<file path="src/rtl/piso_tx.sv">
// Parallel-in/serial-out transmitter with valid/ready input and zero-gap back-to-back frames.
// Optional even-parity bit after the data bits when PISO_PARITY_EN is defined.
module piso_tx #(
    parameter int unsigned WIDTH     = 8,
    parameter bit          MSB_FIRST = 1'b1
) (
    input  logic             clk,
    input  logic             rst,
    input  logic [WIDTH-1:0] din,
    input  logic             din_valid,
    output logic             din_ready,
    output logic             sout,
    output logic             sout_valid,
    output logic             sout_last,
    output logic             busy
);

`ifdef PISO_PARITY_EN
    localparam int unsigned FRAME = WIDTH + 1;
`else
    localparam int unsigned FRAME = WIDTH;
`endif
    localparam int unsigned CW = $clog2(WIDTH + 1);
    localparam logic [CW-1:0] LAST_CNT = CW'(FRAME - 1);

    typedef enum logic {IDLE, SHIFT} state_e;

    state_e           state_q;
    logic [WIDTH-1:0] shift_q, shift_d, load_d;
    logic [CW-1:0]    cnt_q, cnt_d;
    logic             sout_q, sout_valid_q, sout_last_q;
    logic             load_bit, next_bit, next_out;
    logic             at_last, accept;

    // The first bit goes straight to sout on load; the register keeps only the remainder.
    always_comb begin
        load_bit = 1'b0;
        load_d   = '0;
        next_bit = 1'b0;
        shift_d  = '0;
        if (MSB_FIRST) begin
            load_bit = din[WIDTH-1];
            load_d   = {din[WIDTH-2:0], 1'b0};
            next_bit = shift_q[WIDTH-1];
            shift_d  = {shift_q[WIDTH-2:0], 1'b0};
        end else begin
            load_bit = din[0];
            load_d   = {1'b0, din[WIDTH-1:1]};
            next_bit = shift_q[0];
            shift_d  = {1'b0, shift_q[WIDTH-1:1]};
        end
    end

`ifdef PISO_PARITY_EN
    localparam logic [CW-1:0] DATA_LAST = CW'(WIDTH - 1);
    logic parity_q;

    always_ff @(posedge clk or posedge rst) begin
        if (rst)         parity_q <= 1'b0;
        else if (accept) parity_q <= ^din;
    end

    assign next_out = (cnt_q == DATA_LAST) ? parity_q : next_bit;
`else
    assign next_out = next_bit;
`endif

    assign at_last   = (cnt_q == LAST_CNT);
    assign cnt_d     = at_last ? cnt_q : cnt_q + CW'(1);
    assign din_ready = !rst && ((state_q == IDLE) || at_last);
    assign accept    = din_valid && din_ready;

    always_ff @(posedge clk or posedge rst) begin
        if (rst) begin
            state_q      <= IDLE;
            shift_q      <= '0;
            cnt_q        <= '0;
            sout_q       <= 1'b0;
            sout_valid_q <= 1'b0;
            sout_last_q  <= 1'b0;
        end else if (accept) begin
            state_q      <= SHIFT;
            shift_q      <= load_d;
            cnt_q        <= '0;
            sout_q       <= load_bit;
            sout_valid_q <= 1'b1;
            sout_last_q  <= 1'b0;
        end else if (state_q == SHIFT) begin
            if (at_last) begin
                state_q      <= IDLE;
                sout_q       <= 1'b0;
                sout_valid_q <= 1'b0;
                sout_last_q  <= 1'b0;
            end else begin
                shift_q      <= shift_d;
                cnt_q        <= cnt_d;
                sout_q       <= next_out;
                sout_last_q  <= (cnt_d == LAST_CNT);
            end
        end
    end

    assign sout       = sout_q;
    assign sout_valid = sout_valid_q;
    assign sout_last  = sout_last_q;
    assign busy       = (state_q == SHIFT);

endmodule

</file>
<file path="config.mk">
export PLATFORM = sky130hd
export DESIGN_NAME = piso_tx
export DESIGN_NICKNAME = d
export VERILOG_FILES = /design/src/rtl/piso_tx.sv
export SDC_FILE = /design/constraint.sdc
export NUM_CORES = 1
export LEC_CHECK = 0
export CAP_MARGIN = 40
export CORE_MARGIN = 2
export CORE_UTILIZATION = 52
export DETAILED_ROUTE_END_ITERATION = 6
export PLACE_DENSITY_LB_ADDON = 0.1
export SLEW_MARGIN = 20
export SYNTH_ARGS = -nofsm -noshare
export SYNTH_HDL_FRONTEND = slang
export SYNTH_SLANG_ARGS = --single-unit
export TNS_END_PERCENT = 20
</file>
<file path="constraint.sdc">
create_clock -name clk -period 3.9 [get_ports clk]
set_input_delay 0.39 -clock clk [delete_from_list [all_inputs] [get_ports clk]]
set_output_delay 0.39 -clock clk [all_outputs]
set_load 0.02 [all_outputs]
</file>
==> run_results.csv, run 1 <==
group,metric,value,unit
placement,dp_hpwl,1089,um
cells_and_area,multi_input_area,335.3,sq um
detailed_routing,drt_pass1_iterations,4,
synth,synth-seq-area-share,48.78,%
floorplanning,dieWidth,42.47,um
global_routing,grt_pass1_wl,2566,um
cts,clk_pin_slew_worst_paths,0.09,ns
cts,tritoncts,"done",
synth,synthMostInstantiatedCell,"dfrtp_1",
setup_path,startpoint,"cnt_q[0]",
floorplanning,dieArea,1803,sq um
cts,cts_buffer_depth,2,
setup_path,arrival,2.17,ns
cts,cts_max_level,1,
cts,clock-sinks,15,
placement,port_buffers,15,
detailed_routing,antenna_left,0,
timing,hold_ws,0.5075,ns
synth,yosysWarningCount,0,
synth,syn_inst,71,
setup_path,cp.required,3.51,ns
timing,relSlewSlack,58.53,%
power,power,0.0006674,W
cts,clock_latency,0.29,ns
global_routing,antenna_found_initial,0,
global_routing,grt_overflow_total,0,
run,max-cap-violations,0,
synth,synth.top_cell.area_share,48.78,%
global_routing,grt_max_degree,21,
cts,post_cts_buffers,0,
timing,fmax,390.5,MHz
global_routing,grt_usage,19.62,%
cts,postCtsHoldBufs,0,
synth,synth_common_cells,"dfrtp_1 (15), nand3_1 (8), mux2i_1 (7), nand2_1 (7), o21ai_0 (6)",
synth,synth_edf_count,0,
synth,synth_area,769.5,sq um
floorplanning,chipHeight,42.47,um
synth,synth_area_leaders,"dfrtp_1 (49%), mux2i_1 (9.1%), nand3_1 (5.2%)",
cts,numCtsBuffers,3,
cells_and_area,drive_gt1_share,7.143,%
timing,fin_crit_sh,65.67,%
cts,root_buffer,"clkbuf_4",
cells_and_area,seqCellArea,375.4,sq um
cells_and_area,n_antenna_cell,0,
timing,setup_viol,0,
synth,synth.distinct_cells,30,
cells_and_area,nFillCells,110,
timing,tns,0,ns
setup_path,critical_path_class,"flop to output port",
outcome,outcome,"complete, no violations",
synth,ys.flop_type,"dfrtp_1",
timing,finalHoldViolCount,0,
detailed_routing,drt-vias-per-instance,5.970,
power,powerDensity,732.7,nW/um^2
cells_and_area,fin_cells,99,
synth,async_reset_ff_share,100.0,%
floorplanning,coreArea,1334,sq um
setup_path,cp_max_fo,12,
placement,place.gp.congestion,0.7910,
detailed_routing,num_vias,591,
synth,synth.net_count,83,
synth,yosysTopAreaCell,"dfrtp_1",
detailed_routing,drc,0,
synth,synth_area_per_cell,10.84,sq um
timing,worst_slew_pin_slew,0.6221,ns
floorplanning,io_pins,16,
min_path,hold_class,"flop to flop",
synth,synth-seq-cells,15,
timing,fin_skew,0.004512,ns
timing,slew_violations,0,
power,max-vdd-ir-drop,390.1,uV
timing,grt_setup_unrepaired,"false",
min_path,min_from,"sout_valid",
timing,fin_crit,2.561,ns
detailed_routing,wl_per_cell,15.59,um
setup_path,end_kind,"output port",
setup_path,reg2reg_from,"cnt_q[0]",
global_routing,grt_pass1_vias,572,
floorplanning,start_util,57.69,%
cells_and_area,syn2layout_area_growth,18.37,%
setup_path,critical_path.startpoint_type,"flop",
placement,dp_cells,95,
detailed_routing,wirelength,1543,um
cts,post_cts_resized,0,
power,power_leakage,0.4083,nW
detailed_routing,dr.first_iter.drc_count,15,
cells_and_area,fin_nets,97,
floorplanning,rows,13,
-- power breakdown --
part	internal (W)	total (W)	switching (W)
registers	0.000221	0.000293	0.0000722
clock network	0.0000382	0.0000887	0.0000506
logic	0.000137	0.000286	0.000149
total	0.000396	0.000667	0.000271
-- registers in the layout (all words and copies together), names as in the netlist --
name and cells:
cnt_q 4, shift_q 7, sout 1, sout_valid 1, busy 1, sout_last 1
-- logic make-up after synthesis --
kind of cell,Yosys count,share of synthesized area (%)
compound gates,15,12.52
xor+xnor,1,1.138
fa+ha+maj,1,1.626
buf+inv,7,7.641
flops,15,48.78
mux,7,9.106
simple gates,25,19.19
-- worst paths after layout --
check	end	slack, ns	cells past startpoint
max in group asynchronous	shift_q[1]	3.01	2
worst max-delay path	din_ready	1.34	5
worst max register to register	cnt_q[1]	2.40	4
worst min-delay path	sout_valid	0.51	1
min in group asynchronous	shift_q[7]	0.52	2
worst min register to register	sout_valid	0.51	1
-- layout by cell type, fill, tap and decap left out, types with 2 or more instances in the layout --
| cell type | Yosys | final |
|---|---|---|
| o21ai_0 | 6 | 6 |
| clkbuf_4 | 0 | 3 |
| o31ai_1 | 2 | 2 |
| mux2i_1 | 7 | 7 |
| dfrtp_1 | 15 | 15 |
| a21oi_1 | 2 | 2 |
| nand3_1 | 8 | 8 |
| nand2_1 | 7 | 7 |
| clkdlybuf4s50_1 | 0 | 15 |
-- final cells by class --
cell class,instances,area share (%)
Clock buffer,3,2.473
Clock inverter,1,0.5495
Inverter,1,0.4121
Multi-Input combinational cell,49,36.81
Sequential cell,15,41.21
Tap cell,15,2.060
Timing Repair Buffer,15,16.48
-- layer usage --
| metal | up-vias | track usage (%) | routed length [um] |
|---|---|---|---|
| met1 | 282 | 25.27 | 653 |
| li1 | 279 | - | - |
| met5 | - | 0 | 0 |
| met4 | 0 | 11.25 | 35 |
| met3 | 6 | 5.603 | 109 |
| met2 | 24 | 29.23 | 745 |
-- per-stage QoR --
step                      util (%)  cell area [sq um]  setup slack (ns)
after detailed placement     66.23              883.3             1.670
after CTS                    68.29              910.9             1.341
after global routing         68.29              910.9             1.186
after global placement       66.23              883.3             1.714
after floorplan                  -              769.5             2.194
final                        68.29              910.9             1.339
-- critical path, cell delays in order (launching register included) --
cell	delay, ns
dfrtp_1	0.42
ha_1	0.27
nand3b_4	0.18
and2_1	0.29
nor2_1	0.11
clkdlybuf4s50_1	0.60
No activity file was read; power rests on OpenSTA's default activity.
==> run 2, diff against run 1 <==
--- a/config.mk
+++ b/config.mk
@@ -7,7 +7,7 @@
 export LEC_CHECK = 0
 export CAP_MARGIN = 40
 export CORE_MARGIN = 2
-export CORE_UTILIZATION = 52
+export CORE_UTILIZATION = 48
 export DETAILED_ROUTE_END_ITERATION = 6
 export PLACE_DENSITY_LB_ADDON = 0.1
 export SLEW_MARGIN = 20
==> constraint.sdc (replaced) <==
create_clock -name clk -period 2.5 [get_ports clk]
set_input_delay 0.25 -clock clk [delete_from_list [all_inputs] [get_ports clk]]
set_output_delay 0.25 -clock clk [all_outputs]
set_load 0.02 [all_outputs]
==> run_results.csv, run 2 (same netlist as run 1, synthesis figures left out) <==
group,metric,value,unit
outcome,outcome,"complete, no violations",
cells_and_area,n_antenna_cell,0,
cells_and_area,seqCellArea,375.4,sq um
detailed_routing,drt_pass1_iterations,4,
timing,fin_crit_sh,93.93,%
global_routing,grt_pass1_wl,2415,um
setup_path,end_kind,"output port",
timing,slew_violations,0,
global_routing,grt_overflow_total,0,
placement,dp_hpwl,950.9,um
detailed_routing,antenna_left,0,
placement,port_buffers,15,
cells_and_area,top_regs,"shift_q x7, cnt_q x4",
floorplanning,coreArea,1506,sq um
cts,post_cts_buffers,0,
cts,root_buffer,"clkbuf_4",
cells_and_area,layout_common_cells,"dfrtp_1 (15), clkdlybuf4s50_1 (15), nand3_1 (8), nand2_1 (7), mux2i_1 (7)",
floorplanning,rows,14,
setup_path,path_cells,"ha_2, nand3b_4, and2_2, nor2_1, clkdlybuf4s50_1",
detailed_routing,drc,0,
timing,fin_skew,0.01037,ns
cells_and_area,drive_gt1_share,10.59,%
timing,relSlewSlack,62.57,%
detailed_routing,wirelength,1339,um
global_routing,antenna_found_initial,0,
cells_and_area,multi_input_area,339.1,sq um
power,power,0.001040,W
timing,grt_setup_unrepaired,"false",
timing,worst_slew_pin_slew,0.5608,ns
placement,place.gp.congestion,0.7648,
detailed_routing,drt-vias-per-instance,5.545,
floorplanning,dieArea,1940,sq um
setup_path,cp_num_cells,5,
cells_and_area,final_util,61.30,%
setup_path,critical_path_class,"flop to output port",
setup_path,cp.required,2.25,ns
cts,clk_pin_slew_worst_paths,0.09,ns
cts,clock-sinks,15,
timing,tns,0,ns
global_routing,grt_max_degree,20,
cts,tritoncts,"done",
cells_and_area,syn2layout_area_growth,20.00,%
setup_path,worst_path_max_delay_cell,"clkdlybuf4s50_1",
cts,post_cts_resized,0,
cts,cts_max_level,1,
setup_path,cp_max_fo,12,
timing,fmax,425.8,MHz
cells_and_area,nFillCells,121,
floorplanning,dieWidth,44.04,um
floorplanning,chipHeight,44.04,um
setup_path,path_buf_inv,1,
run,max-cap-violations,0,
cells_and_area,fin_nets,98,
cells_and_area,largest_reg_flops,7,
min_path,hold_class,"input port to async pin",
power,power_leakage,0.4115,nW
detailed_routing,dr.first_iter.drc_count,11,
timing,finalHoldViolCount,0,
timing,setup_viol,0,
cts,cts_buffer_depth,2,
floorplanning,io_pins,16,
global_routing,grt_pass1_vias,528,
cts,numCtsBuffers,3,
timing,fin_crit,2.348,ns
cells_and_area,top_register,"shift_q",
power,powerDensity,1126,nW/um^2
placement,pre_cts_ws,0.4110,ns
cts,clock_latency,0.29,ns
timing,timing.final.ws_setup,0.1517,ns
cts,postCtsHoldBufs,0,
setup_path,path_delay_family,"buffers and inverters",
global_routing,grt_usage,17.84,%
floorplanning,start_util,51.08,%
setup_path,critPathMaxStageDelay,0.60,ns
power,max-vdd-ir-drop,680.0,uV
placement,placed_area,892.1,sq um
detailed_routing,wl_per_cell,13.26,um
setup_path,critical_path.startpoint_type,"flop",
cells_and_area,stdcell_area,923.4,sq um
setup_path,arrival,2.10,ns
detailed_routing,num_vias,560,
setup_path,reg2reg_depth,4,
-- run 2: cell count changes in the layout (fill, tap and decap cells not counted), sizes merged --
cell	before	now
buf	0	1
-- run 2: path summary, 6_finish.rpt --
kind,slack (ns),to,from
worst min register to register,0.50,sout_valid,sout_valid
worst min-delay path,0.38,shift_q[5],rst
min in group clk,0.50,sout_valid,sout_valid
worst max register to register,1.09,cnt_q[1],cnt_q[0]
max in group asynchronous,1.74,cnt_q[3],rst
worst max-delay path,0.15,din_ready,cnt_q[0]
-- run 2: cell type report --
cell class,instances,share of cell area [%]
clock inverters,1,0.5420
clock buffers,3,2.439
well taps,16,2.168
repair buffers,16,17.07
inverters,1,0.4065
multi-input cells,49,36.72
flip-flops and latches,15,40.65
-- run 2: where the power goes --
group / switching, W / internal (W)
registers: 0.0000725 / 0.000345
clock network: 0.0000767 / 0.0000595
logic: 0.000258 / 0.000228
total: 0.000407 / 0.000633
-- run 2: stage by stage --
step	cells	hold WS, ns
6_report	101	0.3767
2_1_floorplan	71	0.1515
3_3_place_gp	97	0.4881
5_1_grt	101	0.4312
3_5_place_dp	97	0.4859
4_1_cts	101	0.3849
-- run 2: per-layer routing --
layer  wire (um)  vias up  global-route usage [%]
met5           0        -                       0
met4          29        0                   9.091
met3          62        5                   7.347
met2         599       12                   24.12
met1         647      260                   24.53
li1            -      283                       -
==> run 3, diff against run 2 <==
--- a/config.mk
+++ b/config.mk
@@ -8,6 +8,7 @@
 export CAP_MARGIN = 40
 export CORE_MARGIN = 2
 export CORE_UTILIZATION = 48
+export CTS_CLUSTER_SIZE = 20
 export DETAILED_ROUTE_END_ITERATION = 6
 export PLACE_DENSITY_LB_ADDON = 0.1
 export SLEW_MARGIN = 20
==> results of run 3 <==
Same layout as run 2: the final DEF is identical, and so are final timing and power.
